--- src/rtl/uart_pkg.sv ---
`default_nettype none
// ============================================================================
// Module   : uart_pkg
// Brief    : Shared types and constants for the UART transmit-side queue.
// Revision : 1.0 - initial release
// ============================================================================
package uart_pkg;

    // Default FIFO depth of the transmit byte queue
    localparam int c_DEFAULT_DEPTH = 16;

    typedef logic [7:0] byte_t;

    // Sequencer states of the transmit queue
    typedef enum logic [1:0] {
        IDLE      = 2'd0,
        START     = 2'd1,
        WAIT_DONE = 2'd2
    } txq_state_t;

endpackage : uart_pkg
`default_nettype wire

--- src/rtl/uart_sync_fifo.sv ---
`default_nettype none
// ============================================================================
// Module   : uart_sync_fifo
// Brief    : Single-clock FIFO with occupancy count. Push is ignored when
//            full and pop is ignored when empty, so callers may hold the
//            request lines without qualifying them. Read data is the current
//            head and is valid whenever o_empty is low.
// Revision : 1.0 - initial release
// ============================================================================
module uart_sync_fifo #(
    parameter int WIDTH = 8,
    parameter int DEPTH = 16
) (
    input  logic                     i_clk,
    input  logic                     i_rst_n,
    input  logic                     i_push,
    input  logic [WIDTH-1:0]         i_wdata,
    input  logic                     i_pop,
    output logic [WIDTH-1:0]         o_rdata,
    output logic                     o_full,
    output logic                     o_empty,
    output logic [$clog2(DEPTH):0]   o_count
);

    localparam int                  c_AW   = $clog2(DEPTH);
    localparam logic [c_AW:0]       c_FULL = DEPTH[c_AW:0];

    logic [WIDTH-1:0] r_mem [DEPTH];
    logic [c_AW-1:0]  r_wptr;
    logic [c_AW-1:0]  r_rptr;
    logic [c_AW:0]    r_count;

    logic             w_push;
    logic             w_pop;

    // Full/empty come from the registered count only, never from this
    // cycle's pop, so a pop cannot admit a push into a full FIFO.
    assign o_full  = (r_count == c_FULL);
    assign o_empty = (r_count == '0);
    assign o_count = r_count;
    assign o_rdata = r_mem[r_rptr];

    assign w_push  = i_push && !o_full;
    assign w_pop   = i_pop  && !o_empty;

    // Storage array; contents need no reset since count gates every read
    always_ff @(posedge i_clk) begin
        if (w_push) begin
            r_mem[r_wptr] <= i_wdata;
        end
    end

    // Pointers wrap naturally (power-of-two depth); count tracked separately
    always_ff @(posedge i_clk or negedge i_rst_n) begin
        if (!i_rst_n) begin
            r_wptr  <= '0;
            r_rptr  <= '0;
            r_count <= '0;
        end else begin
            if (w_push) begin
                r_wptr <= r_wptr + 1'b1;
            end
            if (w_pop) begin
                r_rptr <= r_rptr + 1'b1;
            end
            case ({w_push, w_pop})
                2'b10:   r_count <= r_count + 1'b1;
                2'b01:   r_count <= r_count - 1'b1;
                default: r_count <= r_count;
            endcase
        end
    end

endmodule : uart_sync_fifo
`default_nettype wire

--- src/rtl/uart_tx_queue.sv ---
`default_nettype none
// ============================================================================
// Module   : uart_tx_queue
// Brief    : Byte queue and sequencer in front of the UART transmitter.
//            Bytes enter a FIFO over a valid/ready port; the sequencer pops
//            one byte at a time, issues a one-cycle start pulse with the
//            byte held stable, and waits for the transmitter's done pulse.
//            Optional macro UART_TXQ_TIMEOUT_EN adds a done-timeout that
//            drops the in-flight byte and pulses TIMEOUT_O.
// Revision : 1.0 - initial release
// ============================================================================
module uart_tx_queue
    import uart_pkg::*;
#(
    parameter int DEPTH        = c_DEFAULT_DEPTH,
    parameter int DONE_TIMEOUT = 200000
) (
    input  logic                     CLK_I,
    input  logic                     RST_NI,
    input  logic [7:0]               WDATA_I,
    input  logic                     WVALID_I,
    output logic                     WREADY_O,
    output logic                     TX_START_O,
    output logic [7:0]               TX_DATA_O,
    input  logic                     TX_DONE_I,
    output logic                     BUSY_O,
    output logic [$clog2(DEPTH):0]   LEVEL_O,
    output logic                     TIMEOUT_O
);

    txq_state_t r_state;
    logic       r_tx_start;
    byte_t      r_tx_data;

    byte_t      w_head;
    logic       w_full;
    logic       w_empty;
    logic       w_pop;

    // Pop only from IDLE; the FIFO ignores the request while empty
    assign w_pop = (r_state == IDLE);

    uart_sync_fifo #(
        .WIDTH (8),
        .DEPTH (DEPTH)
    ) u_fifo (
        .i_clk   (CLK_I),
        .i_rst_n (RST_NI),
        .i_push  (WVALID_I),
        .i_wdata (WDATA_I),
        .i_pop   (w_pop),
        .o_rdata (w_head),
        .o_full  (w_full),
        .o_empty (w_empty),
        .o_count (LEVEL_O)
    );

    assign WREADY_O   = !w_full;
    assign TX_START_O = r_tx_start;
    assign TX_DATA_O  = r_tx_data;
    assign BUSY_O     = (r_state != IDLE) || !w_empty;

`ifdef UART_TXQ_TIMEOUT_EN
    localparam int               c_TW    = $clog2(DONE_TIMEOUT);
    localparam logic [c_TW-1:0]  c_TLAST = c_TW'(DONE_TIMEOUT - 1);

    logic [c_TW-1:0] r_tcnt;
    logic            r_timeout;

    assign TIMEOUT_O = r_timeout;
`else
    logic w_unused_timeout;

    // Without the watchdog the timeout parameter has no effect
    assign w_unused_timeout = ^DONE_TIMEOUT;
    assign TIMEOUT_O        = 1'b0;
`endif

    // Sequencer: pop head into the output register, pulse start, wait done
    always_ff @(posedge CLK_I or negedge RST_NI) begin
        if (!RST_NI) begin
            r_state    <= IDLE;
            r_tx_start <= 1'b0;
            r_tx_data  <= 8'h00;
`ifdef UART_TXQ_TIMEOUT_EN
            r_tcnt     <= '0;
            r_timeout  <= 1'b0;
`endif
        end else begin
`ifdef UART_TXQ_TIMEOUT_EN
            r_timeout <= 1'b0;
`endif
            case (r_state)
                IDLE: begin
                    if (!w_empty) begin
                        r_tx_data  <= w_head;
                        r_tx_start <= 1'b1;
                        r_state    <= START;
                    end
                end
                START: begin
                    // A done pulse here is ignored: the frame has not begun
                    r_tx_start <= 1'b0;
                    r_state    <= WAIT_DONE;
`ifdef UART_TXQ_TIMEOUT_EN
                    r_tcnt     <= '0;
`endif
                end
                WAIT_DONE: begin
                    if (TX_DONE_I) begin
                        r_state <= IDLE;
`ifdef UART_TXQ_TIMEOUT_EN
                    end else if (r_tcnt == c_TLAST) begin
                        // Transmitter never answered: drop the byte
                        r_state   <= IDLE;
                        r_timeout <= 1'b1;
                    end else begin
                        r_tcnt <= r_tcnt + 1'b1;
`endif
                    end
                end
                default: begin
                    r_state    <= IDLE;
                    r_tx_start <= 1'b0;
                end
            endcase
        end
    end

endmodule : uart_tx_queue
`default_nettype wire

--- config.mk ---
export PLATFORM = sky130hd
export DESIGN_NAME = uart_tx_queue
export DESIGN_NICKNAME = d
export VERILOG_FILES = /design/src/rtl/uart_pkg.sv /design/src/rtl/uart_sync_fifo.sv /design/src/rtl/uart_tx_queue.sv
export SDC_FILE = /design/constraint.sdc
export NUM_CORES = 1
export LEC_CHECK = 0
export ABC_AREA = 1
export BUFFER_PORTS_ARGS = -buffer_cell sky130_fd_sc_hd__buf_2
export CAP_MARGIN = 20
export CORE_MARGIN = 3
export CORE_UTILIZATION = 40
export DETAILED_ROUTE_END_ITERATION = 10
export PLACE_DENSITY = 0.58
export SYNTH_ARGS = -nofsm -noshare
export SYNTH_HDL_FRONTEND = slang
export SYNTH_SLANG_ARGS = --single-unit
--- constraint.sdc ---
create_clock -name CLK_I -period 3 [get_ports CLK_I]
set_input_delay 0.6 -clock CLK_I [delete_from_list [all_inputs] [get_ports CLK_I]]
set_output_delay 0.6 -clock CLK_I [all_outputs]
set_load 0.005 [all_outputs]
---- Word level (Yosys, flattened, before mapping) ----
Memories as Yosys holds them, arrays and structs flattened. A register that Yosys moved wholly into a read port is not among the register bits.
Index checks and enable logic that the tools add are counted.
storage, ports and cells
  word-level logic and storage cells ...... 40
  memories kept ........................... 1
  bits in writable memories ............... 128
  input bits .............................. 12
  output and inout bits ................... 17
  ROM bits ................................ 0
  bits in latches ......................... 0
  register bits after elaboration ......... 16
memory list
  memory        words  width  rd ports  clocked after Yosys merged registers in  write ports  RTL line              text
  u_fifo.r_mem  16     8      1         1                                        1            uart_sync_fifo.sv:28  logic [WIDTH-1:0] r_mem [DEPTH];
operators by class
  reductions and logical operators ........ 13
  divide/modulo/power cells ............... 0
  bitwise operators ....................... 2
  magnitude comparators ................... 0
  equality and inequality tests ........... 7
  shifts and indexed selects .............. 0
  $mul .................................... 0
  mux-type cells .......................... 8
  add/sub/neg operators ................... 4
operators with widths
  cell                                                  number
  one-hot mux 5 bit (2 select lines)                    1
  adder 4 x 1 -> 4 bit (second input constant)          2
  one-hot mux 2 bit (3 select lines)                    1
  AND reduction 2 bit                                   3
  adder 5 x 1 -> 5 bit (second input constant)          1
  equality test 5 bit (second input constant)           1
  zero test 5 bit                                       1
  subtractor 5 x 1 -> 5 bit (second input constant)     1
  equality test 2 x 1 -> 1 bit (second input constant)  2
  equality test 2 bit (second input constant)           2
  two-way mux 2 bit                                     2
  inequality test 2 bit (second input constant)         2
  nonzero test 2 bit                                    2
  zero test 1 bit                                       3
  two-way mux 1 bit                                     3
  logical AND 1 bit                                     2
  zero test 2 bit                                       1
  inverter 1 bit                                        2
  one-hot mux 1 bit (2 select lines)                    1
  logical OR 1 bit                                      1

---- Depth between registers and ports, before layout ----
Gate-level depths: netlist (run 1).
  depth in word-level cells ............... 5
  gate-level depth with buffers ........... 16
  mapped depth without buffers ............ 15

---- By module ----
Synthesis (run 1) repeated with hierarchy kept, for this count alone.
unflattened totals
  cell total of the unflattened synthesis .. 670
  area, all modules ....................... 6,685.2 um^2
by module, submodules not included
  module          instances  sequential area each (um^2)  area each (um^2)  cells each
  uart_sync_fifo  1          4,169.0                      6,236.0           621
  uart_tx_queue   1          275.3                        449.2             49

---- Worst setup path before layout (run 1) ----
OpenSTA, ideal clock, no wires.
  path kind ............................... register -> register
  start ................................... register u_fifo.r_count[2], in the netlist u_fifo.o_count[2]
  end ..................................... register u_fifo.r_count[4], in the netlist u_fifo.o_count[4]
  arrival ................................. 2.263 ns
  path buffers ............................ 1
  library setup time ...................... 0.117 ns
  cell stages (with the launch flop) ...... 16
  clock period less this slack ............ 2.380 ns
  data required time ...................... 2.883 ns
  slack ................................... 0.620 ns
  cell sequence ........................... dfrtp_1 -> nor4_4 -> nand2_2 -> nand2_4 -> inv_4 -> buf_6 -> ha_1 -> xor2_1 -> ha_1 -> inv_1 -> nand2_1 -> nand3_1 -> a21oi_1 -> nand2_1 -> nand2_1 -> nand2_1
on the way
  word-level cells in the longest chain between the ends .. 5
  elaborated cells on any way between the ends .. 12
  classes of those cells .................. add/sub: 2; eq/ne: 3; mux: 1; reduce/logical: 6
ends and longest elaborated chain
  what                                                                      RTL line              text
  start, declared                                                           uart_sync_fifo.sv:31  logic [c_AW:0] r_count;
  start signal, assigned                                                    uart_sync_fifo.sv:67  2'b10: r_count <= r_count + 1'b1;
  start signal, assigned                                                    uart_sync_fifo.sv:68  2'b01: r_count <= r_count - 1'b1;
  start signal, assigned                                                    uart_sync_fifo.sv:69  default: r_count <= r_count;
  zero test 5 bit (*)                                                       uart_sync_fifo.sv:39  assign o_empty = (r_count == '0);
  zero test 1 bit (*)                                                       uart_sync_fifo.sv:44  assign w_pop = i_pop && !o_empty;
  logical AND 1 bit (*)                                                     uart_sync_fifo.sv:44
  net u_fifo.w_pop                                                          uart_sync_fifo.sv:34  logic w_pop;
  equality test 2 x 1 -> 1 bit or equality test 2 bit (tied branches)       uart_sync_fifo.sv:66  case ({w_push, w_pop})
  one-hot mux 5 bit (2 select lines) or nonzero test 2 bit (tied branches)  --
Mark *: on every way through the listed nets, which the timed path passes. The rest lies on a longest branch.
A chain may end at the register's enable or synchronous reset.

---- Worst setup path after layout (run 1) ----
  start ................................... register u_fifo.r_count[2], in the netlist u_fifo.o_count[2]
  end ..................................... register u_fifo.r_count[4], in the netlist u_fifo.o_count[4]
on the way
  word-level cells in the longest chain between the ends .. 5
  elaborated cells on any way between the ends .. 12
  classes of those cells .................. add/sub: 2; eq/ne: 3; mux: 1; reduce/logical: 6
ends and longest elaborated chain
  what                                                                      RTL line
  equality test 5 bit or zero test 5 bit (tied branches)                    uart_sync_fifo.sv:38, uart_sync_fifo.sv:39
  zero test 1 bit, on equally long branches                                 uart_sync_fifo.sv:43, uart_sync_fifo.sv:44
  logical AND 1 bit, on equally long branches                               uart_sync_fifo.sv:43, uart_sync_fifo.sv:44
  equality test 2 x 1 -> 1 bit or equality test 2 bit (tied branches)       uart_sync_fifo.sv:66
  one-hot mux 5 bit (2 select lines) or nonzero test 2 bit (tied branches)  --
Parallel ways exist; a longest one is shown, timed or not.

==> results of run 1 <==
power by group through the flow:
stage | Clock (mW) | Combinational (mW) | Sequential (mW)
after floorplan | 0 | 1.77 | 2.81
after global placement | 0 | 2.39 | 2.86
after detailed placement | 0 | 2.46 | 2.87
after CTS | 2.31 | 2.46 | 2.83
after global routing | 2.40 | 2.79 | 2.86
final | 2.27 | 2.44 | 2.84
cells in the final DEF, fill, tap and decap left out, drive strengths merged:
cell	count
nand2	240
edfxtp	128
inv	120
nand3	104
buf	49
dfrtp	24
clkbuf	19
nor3	16
clkinv	9
ha	8
bufinv	5
nor2	4
o21ai	4
xor2	3
xnor2	3
a21oi	2
nor4	1
a21boi	1
nand3b	1
o21a	1
conb	1
registers in the layout, indices dropped and copies added, names as in the netlist:
name and flops:
TX_START_O 1, TX_DATA_O 8, u_fifo.r_rptr 4, u_fifo.r_mem 128, r_state 2, u_fifo.r_wptr 4
u_fifo.o_count 5
worst max-delay path by stage:
stage               depth (start not counted)                 to  slack [ps]
finish                                     14  u_fifo.o_count[4]         340
global route                               14  u_fifo.o_count[4]          80
CTS                                        14  u_fifo.o_count[4]         330
detailed placement                         14  u_fifo.o_count[4]         350
global placement                           14  u_fifo.o_count[4]         470
floorplan                                  15  u_fifo.o_count[4]         620
metal layers:
metal,routed length (um),global-route usage (%),up-vias
met5,0,0,-
li1,-,-,2292
met1,6560,22.7,2180
met4,339,7.56,0
met2,7650,29.1,97
met3,637,3.31,27
cell families after synthesis:
family | synth area share (%)
AO/OA/AOI/OAI | 0.659
XOR/XNOR | 0.769
adder cells (fa/ha/maj) | 1.46
buffers and inverters | 9.21
flip-flops | 65.0
other | 0.0549
AND/OR/NAND/NOR | 22.8
worst max-delay path, delay by kind of cell (launching register included):
kind	cells	cell delay, ps
adder cells (fa/ha/maj)	2	460
AND/OR/NAND/NOR	8	1060
AO/OA/AOI/OAI	1	200
buffers and inverters	2	140
flip-flops	1	460
XOR/XNOR	1	240
synthesized netlist by cell type:
cell,instances
sky130_fd_sc_hd__nand2_1,236
sky130_fd_sc_hd__edfxtp_1,128
sky130_fd_sc_hd__inv_1,117
sky130_fd_sc_hd__nand3_1,104
sky130_fd_sc_hd__dfrtp_1,24
sky130_fd_sc_hd__buf_2,18
sky130_fd_sc_hd__nor3_1,16
sky130_fd_sc_hd__ha_1,8
sky130_fd_sc_hd__buf_4,4
sky130_fd_sc_hd__clkbuf_1,4
sky130_fd_sc_hd__nor2_1,4
sky130_fd_sc_hd__o21ai_0,4
sky130_fd_sc_hd__buf_6,3
sky130_fd_sc_hd__nand2_2,3
sky130_fd_sc_hd__xnor2_1,3
sky130_fd_sc_hd__xor2_1,3
sky130_fd_sc_hd__a21oi_1,2
sky130_fd_sc_hd__buf_1,2
sky130_fd_sc_hd__a21boi_0,1
sky130_fd_sc_hd__clkinv_1,1
sky130_fd_sc_hd__conb_1,1
sky130_fd_sc_hd__inv_2,1
sky130_fd_sc_hd__inv_4,1
sky130_fd_sc_hd__nand2_4,1
sky130_fd_sc_hd__nand3b_1,1
sky130_fd_sc_hd__nor4_4,1
sky130_fd_sc_hd__o21a_1,1
per-stage QoR:
stage                     util [%]  instances  hold slack, ps  total power [mW]
after CTS                     47.2        961             151              7.61
final                         47.3        963             148              7.55
after floorplan                  -        692             304              4.58
after global routing          47.3        963             180              8.05
after detailed placement      43.4        929             469              5.33
after global placement        43.3        925             468              5.26
final cells by class:
class                           count  area [um2]
Fill cell                        1506        8770
Sequential cell                   152        4450
Multi-Input combinational cell    389        1760
Inverter                          120         453
Clock buffer                       18         429
Timing Repair Buffer               50         300
Tap cell                          220         275
Clock inverter                     14         203
==> run metrics, run 1 <==
Worst-Skew Late Latency approximately 430 ps; reported net switching power around 2.7 mW; internal power consumption a little under 5 mW; worst clock skew between 10 and 15 ps; final clock period utilization by the worst path 88.8%; Post-route DRC 0; critical-path maximum fanout 16; leakage power roughly 3.5 nW; run status completed; critical-path cell list nor4_4 > nand2_2 > nand2_4 > inv_4 > ha_1 > xor2_1 > ha_1 > inv_1 > nand2_1 > nand3_1 > a21oi_1 > nand2_1 > nand2_1 > nand2_1; fraction of final layout cells sized beyond drive strength 1 between 10 and 15%; required time of the worst setup path ~3300 ps; Critical Path Slowest Stage Cell sky130_fd_sc_hd__dfrtp_1; worst setup path startpoint u_fifo.o_count[2]; weighted congestion at the end of routability-driven global placement between 0.8 and 0.9; post-CTS setup repair buffer count 0; worst rel slew slack a little under 50%; RSZ-0062 raised after global routing no; Achievable Freq 0.375 GHz; CTS Root Buffer Type sky130_fd_sc_hd__clkbuf_16; CTS tree done; initial antenna violation count 0; gate count of the mapped netlist a little under 700; die boundary width 137 um; syn_nets roughly 710; number of levels in the clock H-tree 4; fraction of post-synthesis cell area in the top cell type by area a little under three fifths; dpl ws roughly 350 ps; Clock transition at path regs 60 ps; number of vias in the routed layout 4,596; clock share of power between 30% and 40%; main area contributors after synthesis sky130_fd_sc_hd__edfxtp_1 56%, sky130_fd_sc_hd__nand2_1 13%, sky130_fd_sc_hd__dfrtp_1 8.8%; layout overhead on the synthesized area 15.1%; final hold vios 0; residual overflow from global routing 0; Total Negative Setup Slacks 0 ps; startpoint type of the worst setup path register; class of the most critical hold timing path in -> async; vias per std cell 4.77; warnings from Yosys 0; post-detailed-placement half-perimeter wirelength 9570 um; switching share of power a little over a third; worst vdd rail ir drop between 400 and 500 uV; Avg Cell Area, Syn just under 10 um2; startpoint of the worst register-to-register path u_fifo.o_count[2]; initial core utilization 41.1%; number of core rows 47; global-route usage over all layers between 10% and 20%; share of the yosys chip area belonging to registers roughly 65%; count of routing violations after the opening detailed-route iteration around 350; number of top-level pins 29; fin area roughly 7900 um2; element type at the critical path end register; cell area after synthesis 6840 um2; arrival time at the worst endpoint 2980 ps; Final Slew Violations 0; register-to-register path setup slack roughly 340 ps; time the worst path needs with I/O delays and setup approximately 2700 ps; number of max-cap violations 0; Avg WL per Cell 15.8 um; Worst R2R End u_fifo.o_count[4]; depth of the most critical reg-to-reg path 14; combinational fraction of design power approximately a third; height of the die approximately 140 um; number of sinks driven by the clock tree 152; ratio of total power to cell area roughly 960 nW/um2; Die Outline Area 18,700 um2; remaining number of nets flagged by the antenna check after routing 0; Routed Wire Length around 15,000 um; largest net degree at the start of global routing 68; maximum buffer depth of the clock tree 2; sequential group share of total power 37.6%; type of the worst setup path reg -> reg; number of setup violations in the final report 0; number of instances resized during post-cts repair 0; actual transition at the worst max-transition pin around 760 ps; Worst path most repeated cell sky130_fd_sc_hd__nand2_1; Core Footprint 16,600 um2; post-synthesis register bit count approximately 150; leading area contributor after synthesis sky130_fd_sc_hd__edfxtp_1; count of buffers inserted at the top-level ports 27; Post-CTS Hold Fix Bufs 0; vias in the first global route 4,488; biggest cell delay along the critical path ~460 ps; number of diodes 0; placed standard-cell area approximately 7200 um2; Num CTS Buffers 17; number of distinct standard cells referenced by the synthesized netlist 27; Post-layout nets 750; wire length of the first global-routing pass 24,300 um; min setup slack post-route between 300 and 400 ps; number of iterations in the first detailed-routing pass 5
No activity file was read; power rests on OpenSTA's default activity.
==> run 2, diff against run 1 <==
- PLACE_DENSITY: 0.58 -> 0.66
==> run metrics, run 2 (synthesized netlist as in run 1, its figures left out) <==
Final Slew Violations 0 (unchanged); Post-Route Hold Slack 176 ps (+28.6 ps); startpoint type of the worst setup path register; number of levels in the clock H-tree 4 (unchanged); vias per std cell 4.79 (+0.41%); register-to-register path setup slack 370 ps (+30 ps); Avg WL per Cell 15.3 um (-3.1%); number of setup violations in the final report 0 (unchanged); dpl ws 406 ps (+53.7 ps); number of max-cap violations 0 (unchanged); Worst path top cell family by delay simple AND/OR/NAND/NOR gates; count of fill cells added during filler insertion 1,527 (+1.4%); count of routing violations after the opening detailed-route iteration 454 (+31%); wire length of the first global-routing pass 23,400 um (-3.4%); depth of the most critical reg-to-reg path 14 (unchanged); vias in the first global route 4,421 (-1.5%); layout overhead on the synthesized area 15.6%; number of diodes 0 (unchanged); min setup slack post-route 365 ps (+28.6 ps); actual transition at the worst max-transition pin 745 ps (-12.7 ps); critical-path maximum fanout 16 (unchanged); global-route usage over all layers 16.8% (-0.79 points); Clock transition at path regs 60 ps (about the same); most common library cell in the layout ignoring fill and taps sky130_fd_sc_hd__nand2_1; type of the worst setup path reg -> reg; Critical Path Slowest Stage Cell sky130_fd_sc_hd__dfrtp_1; initial core utilization 41.1% (unchanged); number of iterations in the first detailed-routing pass 5 (unchanged); arrival time at the worst endpoint 2950 ps (-30 ps); Worst path most repeated cell sky130_fd_sc_hd__nand2_1; CTS Root Buffer Type sky130_fd_sc_hd__clkbuf_16; Core Footprint 16,600 um2 (unchanged); count of buffers inserted at the top-level ports 27 (unchanged); number of vias in the routed layout 4,615 (+0.41%); number of sinks driven by the clock tree 152 (unchanged); residual overflow from global routing 0 (unchanged); maximum buffer depth of the clock tree 2 (unchanged); post-CTS setup repair buffer count 0 (unchanged); Worst R2R End u_fifo.o_count[4]; Achievable Freq 0.380 GHz (+1.1%); biggest cell delay along the critical path 450 ps (about the same); largest net degree at the start of global routing 68 (unchanged); worst vdd rail ir drop 454 uV (+7.8%); CTS tree done; Die Outline Area 18,700 um2 (unchanged); fraction of final layout cells sized beyond drive strength 1 12.1% (+0.54 points); run status completed; Worst-Skew Late Latency 420 ps (about the same); critical-path cell list nor4_4 > nand2_2 > nand2_4 > inv_4 > ha_1 > xor2_1 > ha_1 > inv_1 > nand2_1 > nand3_1 > a21oi_1 > nand2_1 > nand2_1 > nand2_1; Post-CTS Hold Fix Bufs 0 (unchanged); number of core rows 47 (unchanged); Routed Wire Length 14,700 um (-3.1%); height of the die 137 um (unchanged); final core utilization 47.5% (+0.20 points); buffering stage count on the worst path with inverters included 2 (unchanged); leakage power 3.55 nW (+0.32%); ratio of total power to cell area 963 nW/um2 (+0.37%); element type at the critical path end register; class of the most critical hold timing path in -> async; time the worst path needs with I/O delays and setup 2630 ps (-28.6 ps); final clock period utilization by the worst path 87.8% (-0.95 points); Total Negative Setup Slacks 0 ps (unchanged); commonest non-fill, non-tap cells in the layout 236 x sky130_fd_sc_hd__nand2_1, 128 x sky130_fd_sc_hd__edfxtp_1, 117 x sky130_fd_sc_hd__inv_1; initial antenna violation count 0 (unchanged); top register by number of flip-flops u_fifo.r_mem; RSZ-0062 raised after global routing no; worst rel slew slack 50.3% (+0.84 points); remaining number of nets flagged by the antenna check after routing 0 (unchanged); worst setup path startpoint u_fifo.o_count[2]; Post-layout nets 750 (unchanged); post-detailed-placement half-perimeter wirelength 9000 um (-5.9%); Num CTS Buffers 17 (unchanged); required time of the worst setup path 3310 ps (about the same); final hold vios 0 (unchanged); worst clock skew 8.36 ps (-1.91 ps); weighted congestion at the end of routability-driven global placement 0.813 (+1.4%); number of top-level pins 29 (unchanged); number of instances resized during post-cts repair 0 (unchanged); max reg flops 128 (unchanged); Post-route DRC 0 (unchanged); startpoint of the worst register-to-register path u_fifo.o_count[2]; total power after layout 7.61 mW (+0.78%); die boundary width 137 um (unchanged)
## run 2: how the worst max path moves through the flow
stage	to	slack, ps	cells past startpoint
after floorplan	u_fifo.o_count[4]	620	15
after global placement	u_fifo.o_count[4]	460	14
after detailed placement	u_fifo.o_count[4]	410	14
after CTS	u_fifo.o_count[4]	380	14
after global routing	u_fifo.o_count[4]	140	14
final	u_fifo.o_count[4]	370	14
## run 2: area by class of cell
type                       instances  area, um2  area share (%)
clock buffer                      17        425            5.38
clock inverter                    15        231            2.93
inverter                         120        453            5.73
multi-input combinational        389       1760            22.3
sequential                       152       4450            56.3
tap                              220        275            3.48
timing repair buffer              50        308            3.90
## run 2: per-stage QoR
stage | std cells | instance area [um2]
2_1_floorplan | 692 | 6840
3_3_place_gp | 931 | 7240
3_5_place_dp | 931 | 7240
4_1_cts | 963 | 7900
5_1_grt | 963 | 7900
6_report | 963 | 7900
## run 2: worst reg2reg max path, delay by kind of cell, from the launching register on
kind	cells	cell delay, ps
XOR/XNOR	1	250
AND/OR/NAND/NOR	8	1030
AO/OA/AOI/OAI	1	190
buffers and inverters	2	140
adder cells (fa/ha/maj)	2	470
flip-flops	1	450
## run 2: routing by layer
| metal | global-route usage [%] | up-vias | wire length, um |
|---|---|---|---|
| met5 | 0 | - | 0 |
| met4 | 5.21 | 0 | 115 |
| met3 | 4.08 | 9 | 1120 |
| met2 | 26.7 | 161 | 7100 |
| met1 | 22.9 | 2151 | 6370 |
| li1 | - | 2294 | - |
## run 2: report_power, final
part           leakage (nW)  total (mW)  switching, mW  internal, mW
logic                  1.78        2.48           1.70         0.782
clock network         0.322        2.34          0.909          1.43
registers              1.45        2.79          0.182          2.61
total                  3.55        7.61           2.79          4.82
